## src/rtl/lsu_pkg.sv

```systemverilog
// Shared encodings for the load/store unit: access sizes, AXI responses and FSM states.
package lsu_pkg;

  localparam logic [1:0] SZ_BYTE  = 2'd0;
  localparam logic [1:0] SZ_HALF  = 2'd1;
  localparam logic [1:0] SZ_WORD  = 2'd2;
  localparam logic [1:0] SZ_DWORD = 2'd3;

  localparam logic [1:0] RESP_OKAY   = 2'b00;
  localparam logic [1:0] RESP_SLVERR = 2'b10;
  localparam logic [1:0] RESP_DECERR = 2'b11;

  typedef enum logic [2:0] {
    IDLE,
    RD_ADDR,
    RD_DATA,
    WR,
    WR_RESP,
    DONE
  } lsu_state_t;

endpackage

```

## src/rtl/lsu_align.sv

```systemverilog
// Byte-lane steering for the LSU: store strobes/data, misalignment flag, load extension.
// Purely combinational; no flow control.
module lsu_align
  import lsu_pkg::*;
#(
  parameter int DATA_W = 32,
  parameter int STRB_W = DATA_W / 8
) (
  input  logic [1:0]        size,
  input  logic              unsigned_ld,
  input  logic [2:0]        addr_lo,
  input  logic [DATA_W-1:0] wdata,
  input  logic [DATA_W-1:0] rdata,
  output logic [STRB_W-1:0] wstrb,
  output logic [DATA_W-1:0] wdata_lane,
  output logic              misalign,
  output logic [DATA_W-1:0] ld_data
);

  localparam int OFF_W = $clog2(STRB_W);

  logic [OFF_W-1:0]  off;
  logic [STRB_W-1:0] smask;
  logic [DATA_W-1:0] rshift;
  logic [DATA_W-1:0] keep;
  logic              sign;

  assign off = addr_lo[OFF_W-1:0];

  always_comb begin
    smask    = '0;
    keep     = '0;
    sign     = 1'b0;
    misalign = 1'b0;
    rshift   = rdata >> {off, 3'b000};
    case (size)
      SZ_BYTE: begin
        smask = STRB_W'(1);
        keep  = DATA_W'(8'hFF);
        sign  = rshift[7];
      end
      SZ_HALF: begin
        smask    = STRB_W'(2'b11);
        keep     = DATA_W'(16'hFFFF);
        sign     = rshift[15];
        misalign = addr_lo[0];
      end
      SZ_WORD: begin
        smask    = STRB_W'(4'hF);
        keep     = DATA_W'(32'hFFFF_FFFF);
        sign     = rshift[31];
        misalign = |addr_lo[1:0];
      end
      default: begin
        // A doubleword cannot be carried by a 32-bit bus, so it always errors there.
        smask    = '1;
        keep     = '1;
        sign     = rshift[DATA_W-1];
        misalign = (DATA_W == 32) ? 1'b1 : |addr_lo;
      end
    endcase
    wstrb      = smask << off;
    wdata_lane = wdata << {off, 3'b000};
    ld_data    = (rshift & keep) | ((sign && !unsigned_ld) ? ~keep : '0);
  end

endmodule

```

## src/rtl/lsu_axil_master.sv

```systemverilog
// Memory-stage load/store unit: one request in, at most one AXI4-Lite access, one registered result out.
// Load latency 3 cycles with a zero-wait slave; result held until write-back takes it.
module lsu_axil_master
  import lsu_pkg::*;
#(
  parameter int ADDR_W = 32,
  parameter int DATA_W = 32,
  parameter int STRB_W = DATA_W / 8
) (
  input  logic              clk,
  input  logic              resetn,
  input  logic              in_valid,
  output logic              in_ready,
  input  logic              mem_read,
  input  logic              mem_write,
  input  logic [1:0]        size,
  input  logic              unsigned_ld,
  input  logic [ADDR_W-1:0] addr,
  input  logic [DATA_W-1:0] wdata,
  output logic              out_valid,
  input  logic              out_ready,
  output logic [DATA_W-1:0] result,
  output logic              err,
  output logic [ADDR_W-1:0] m_araddr,
  output logic              m_arvalid,
  input  logic              m_arready,
  input  logic [DATA_W-1:0] m_rdata,
  input  logic [1:0]        m_rresp,
  input  logic              m_rvalid,
  output logic              m_rready,
  output logic [ADDR_W-1:0] m_awaddr,
  output logic              m_awvalid,
  input  logic              m_awready,
  output logic [DATA_W-1:0] m_wdata,
  output logic [STRB_W-1:0] m_wstrb,
  output logic              m_wvalid,
  input  logic              m_wready,
  input  logic [1:0]        m_bresp,
  input  logic              m_bvalid,
  output logic              m_bready
);

  lsu_state_t state;

  logic [1:0] size_q;
  logic       uns_q;
  logic [2:0] addr_lo_q;

  logic              is_idle;
  logic [1:0]        a_size;
  logic              a_uns;
  logic [2:0]        a_addr_lo;
  logic [STRB_W-1:0] a_wstrb;
  logic [DATA_W-1:0] a_wdata;
  logic              a_misalign;
  logic [DATA_W-1:0] a_ld_data;
  logic              aw_pending;
  logic              w_pending;

  // In IDLE the aligner sees the live request; afterwards it sees the captured one for load extension.
  assign is_idle   = (state == IDLE);
  assign a_size    = is_idle ? size : size_q;
  assign a_uns     = is_idle ? unsigned_ld : uns_q;
  assign a_addr_lo = is_idle ? addr[2:0] : addr_lo_q;

  assign aw_pending = m_awvalid && !m_awready;
  assign w_pending  = m_wvalid && !m_wready;

  lsu_align #(
    .DATA_W(DATA_W),
    .STRB_W(STRB_W)
  ) u_align (
    .size       (a_size),
    .unsigned_ld(a_uns),
    .addr_lo    (a_addr_lo),
    .wdata      (wdata),
    .rdata      (m_rdata),
    .wstrb      (a_wstrb),
    .wdata_lane (a_wdata),
    .misalign   (a_misalign),
    .ld_data    (a_ld_data)
  );

  always_ff @(posedge clk) begin
    if (!resetn) begin
      state     <= IDLE;
      in_ready  <= 1'b1;
      out_valid <= 1'b0;
      err       <= 1'b0;
      result    <= '0;
      m_araddr  <= '0;
      m_arvalid <= 1'b0;
      m_rready  <= 1'b0;
      m_awaddr  <= '0;
      m_awvalid <= 1'b0;
      m_wdata   <= '0;
      m_wstrb   <= '0;
      m_wvalid  <= 1'b0;
      m_bready  <= 1'b0;
      size_q    <= SZ_BYTE;
      uns_q     <= 1'b0;
      addr_lo_q <= '0;
    end else begin
      case (state)
        IDLE: begin
          if (in_valid) begin
            in_ready  <= 1'b0;
            size_q    <= size;
            uns_q     <= unsigned_ld;
            addr_lo_q <= addr[2:0];
            result    <= '0;
            err       <= 1'b0;
            // Alignment only matters for real memory ops; ALU ops carry arbitrary addr values.
            if ((mem_read || mem_write) && a_misalign) begin
              err       <= 1'b1;
              out_valid <= 1'b1;
              state     <= DONE;
            end else if (mem_read) begin
              m_araddr  <= addr;
              m_arvalid <= 1'b1;
              state     <= RD_ADDR;
            end else if (mem_write) begin
              m_awaddr  <= addr;
              m_wdata   <= a_wdata;
              m_wstrb   <= a_wstrb;
              m_awvalid <= 1'b1;
              m_wvalid  <= 1'b1;
              state     <= WR;
            end else begin
              out_valid <= 1'b1;
              state     <= DONE;
            end
          end
        end
        RD_ADDR: begin
          if (m_arready) begin
            m_arvalid <= 1'b0;
            m_rready  <= 1'b1;
            state     <= RD_DATA;
          end
        end
        RD_DATA: begin
          if (m_rvalid) begin
            m_rready  <= 1'b0;
            err       <= (m_rresp != RESP_OKAY);
            result    <= (m_rresp != RESP_OKAY) ? '0 : a_ld_data;
            out_valid <= 1'b1;
            state     <= DONE;
          end
        end
        WR: begin
          if (m_awvalid && m_awready) m_awvalid <= 1'b0;
          if (m_wvalid && m_wready) m_wvalid <= 1'b0;
          if (!aw_pending && !w_pending) begin
            m_bready <= 1'b1;
            state    <= WR_RESP;
          end
        end
        WR_RESP: begin
          if (m_bvalid) begin
            m_bready  <= 1'b0;
            err       <= (m_bresp != RESP_OKAY);
            out_valid <= 1'b1;
            state     <= DONE;
          end
        end
        DONE: begin
          if (out_ready) begin
            out_valid <= 1'b0;
            in_ready  <= 1'b1;
            state     <= IDLE;
          end
        end
        default: state <= IDLE;
      endcase
    end
  end

endmodule

```

## config.mk

```make
export PLATFORM = sky130hd
export DESIGN_NAME = lsu_axil_master
export DESIGN_NICKNAME = d
export VERILOG_FILES = /design/src/rtl/lsu_pkg.sv /design/src/rtl/lsu_align.sv /design/src/rtl/lsu_axil_master.sv
export SDC_FILE = /design/constraint.sdc
export NUM_CORES = 1
export LEC_CHECK = 0
export ABC_AREA = 1
export CAP_MARGIN = 25
export CORE_UTILIZATION = 48
export CTS_BUF_LIST = sky130_fd_sc_hd__clkbuf_16
export DETAILED_ROUTE_END_ITERATION = 16
export PLACE_DENSITY_LB_ADDON = 0.05
export SLEW_MARGIN = 10
export SYNTH_ARGS = -nofsm -noshare
export SYNTH_HDL_FRONTEND = slang
export SYNTH_HIERARCHICAL = 1
export SYNTH_SLANG_ARGS = --single-unit
```

## constraint.sdc

```tcl
create_clock -name clk -period 9.1 [get_ports clk]
set_clock_uncertainty 0.15 [all_clocks]
set_input_delay 0.91 -clock clk [delete_from_list [all_inputs] [get_ports clk]]
set_output_delay 0.91 -clock clk [all_outputs]
set_load 0.02 [all_outputs]
```

==> impl_results.md <==
* Max-Slew Margin vs Limit at 36.0%
* Post-CTS sizing at 0
* Worst slew pin tran at 959 ps
* Comb pwr share at 48.6%
* GR Layer Usage met3 at 7.07%
* Synthesized instance count at 1012
* DP HPWL at 13900 um
* Routed WL per cell at 14.5 um
* DR iter-0 viols at 769
* Die height at 122 um
* Post-CTS Setup Repair Bufs at 0
* Pwr Density at 312 mW/mm2
* Startpoint types: flip-flop
* Initial Utilization at 49.5%
* Crit path kind: reg2reg
* CTS Root Cell: clkbuf_16
* Hold Crit Class: reg2reg
* Site row count at 43
* RD Place Congestion at 0.900
* Sequential Power Share at 28.6%
* Vias in the first global route at 6378
* # hold bufs at CTS at 0
* H-tree depth at 4
* Yosys warns at 6
* Met1 usage at 36.2%
* Routed wire length at 20400 um
* TritonCTS Buffers at 17
* First-pass GRT wire length at 31900 um
* CTS tree: done
* Crit path capture type: flip-flop
* Pint at 1.77 mW
* Worst Path Required at 9300 ps
* Die ar. at 0.0149 mm2
* Sw frac at 42.9%
* CTS Sinks at 148
* Pin count of the biggest net entering global routing at 78
* Share of cells above drive strength 1 at 4.78%
* Synth Area per Inst at 6.82 um2
* GR Util met2 at 43.1%
* P_sw at 1.32 mW
* Final hold vios at 0
* Status: completed
* Bufs on Longest Clock Path at 2
* Worst skew pair latency at 420 ps
* Area delta synth->final at 43.6%
* Post-Syn Area at 0.00690 mm2
* Endpoints failing setup at 0
* Power share of the clock group at 22.8%
* Setup tns final at 0 ps
* Initial antenna violation count at 0
* Syn Nets at 1126
* Drt via density at 5.11
* Post-route setup slack at 4570 ps
* RSZ-0062 raised after global routing: false
* Pleak at 4.05 nW
* ANT cells at 0
* Std-Cell Core Area at 0.0139 mm2
* F_max at 0.221 GHz
* Final period util at 49.8%
* # IOs at 254
* Worst VDD drop at 172 uV
* Net count, final at 1335
* GRT Total Usage at 27.4%
* Crit path DAT at 4730 ps
* Worst path slowest cell: dfxtp_1
* Worst slack, placed at 4390 ps
* WP buf/inv at 9
* DR pass1 iterations at 5
* Buffers on Ports at 253
* Critical path, cell by cell: inv_1, nand2_4, inv_2, nand2_1, o21ai_4, buf_4, nor2_1, clkinv_1, o21bai_1, inv_1, inv_1, nand3b_1, nor2_4, nand2_2, buf_4, inv_2, buf_4, nor2_1, nor2_1
* Vias at 7231
* Grt ovf at 0
* Delay-heaviest family, CP: buffers and inverters
* Period minus WS final at 4530 ps
* Die Width at 122 um
* Remaining antenna violation count at 0
* Grt peak-use layer: met2
* Number of remaining DRC errors at 0
* CP max stage delay at 640 ps
* CTS clk-pin slew, worst paths at 70 ps
* Final Max Tran Viols at 0
* Max_cap viols at 0
* CP max FO at 75
## worst min-delay path, stage by stage, from the launching register on
cell and delay [ps]:
dfxtp_1 300, inv_1 50, a21oi_1 50
## layout make-up
type / count / area (um2)
flip-flops and latches: 148 / 2960
repair buffers: 260 / 2580
multi-input cells: 727 / 3290
fillers: 1251 / 4030
inverters: 67 / 251
clock buffers: 17 / 425
well taps: 180 / 225
clock inverters: 15 / 173
## sequential cells by signal (all words and copies together) (netlist names)
| name | cells |
|---|---|
| uns_q | 1 |
| m_araddr | 32 |
| m_wvalid | 1 |
| in_ready | 1 |
| addr_lo_q | 2 |
| out_valid | 1 |
| m_rready | 1 |
| state | 3 |
| result | 32 |
| m_wdata | 32 |
| m_wstrb | 4 |
| m_arvalid | 1 |
| err | 1 |
| m_awaddr | 32 |
| m_bready | 1 |
| size_q | 2 |
| m_awvalid | 1 |
## power groups by stage
stage          Combinational, mW  Sequential (mW)  Clock (mW)
3_5_place_dp                1.48            0.895           0
6_report                    1.50            0.884       0.705
3_3_place_gp                1.47            0.894           0
2_1_floorplan              0.897             1.03           0
4_1_cts                     1.49            0.884       0.715
5_1_grt                     1.66            0.902       0.747
## layer usage
metal	vias up	part of all wire [%]
met5	-	0
met4	0	2.0
met3	29	8.1
met2	305	47
met1	3193	43
li1	3704	-
## cell usage in the layout (no fill, tap or decap), types with 15 or more instances in the layout
cell type and instances:
nand3_1 15, nor2_1 261, o21ai_0 135, clkdlybuf4s50_1 252, inv_1 60, o21ai_1 40, clkbuf_16 17, dfxtp_1 148
a21oi_1 69, nand2_1 158
## stage by stage
step           utilization (%)  total power, mW  area (um2)  hold WS, ps  std cells
6_report                  71.1             3.09        9910          298       1414
5_1_grt                   71.1             3.30        9910          324       1414
4_1_cts                   71.0             3.09        9900          303       1413
3_5_place_dp              66.7             2.37        9300          293       1381
3_3_place_gp              66.7             2.36        9300          285       1381
2_1_floorplan                -             1.93        6900          275       1012
## path summary, 6_finish.rpt
kind	slack (ps)	depth (start not counted)	end	startpoint
worst min register to register	300	2	size_q[1]	size_q[1]
worst max-delay path	4570	19	m_wdata[9]	state[2]
worst max register to register	4570	19	m_wdata[9]	state[2]
worst min-delay path	300	2	size_q[1]	size_q[1]
No activity file was read; power rests on OpenSTA's default activity.
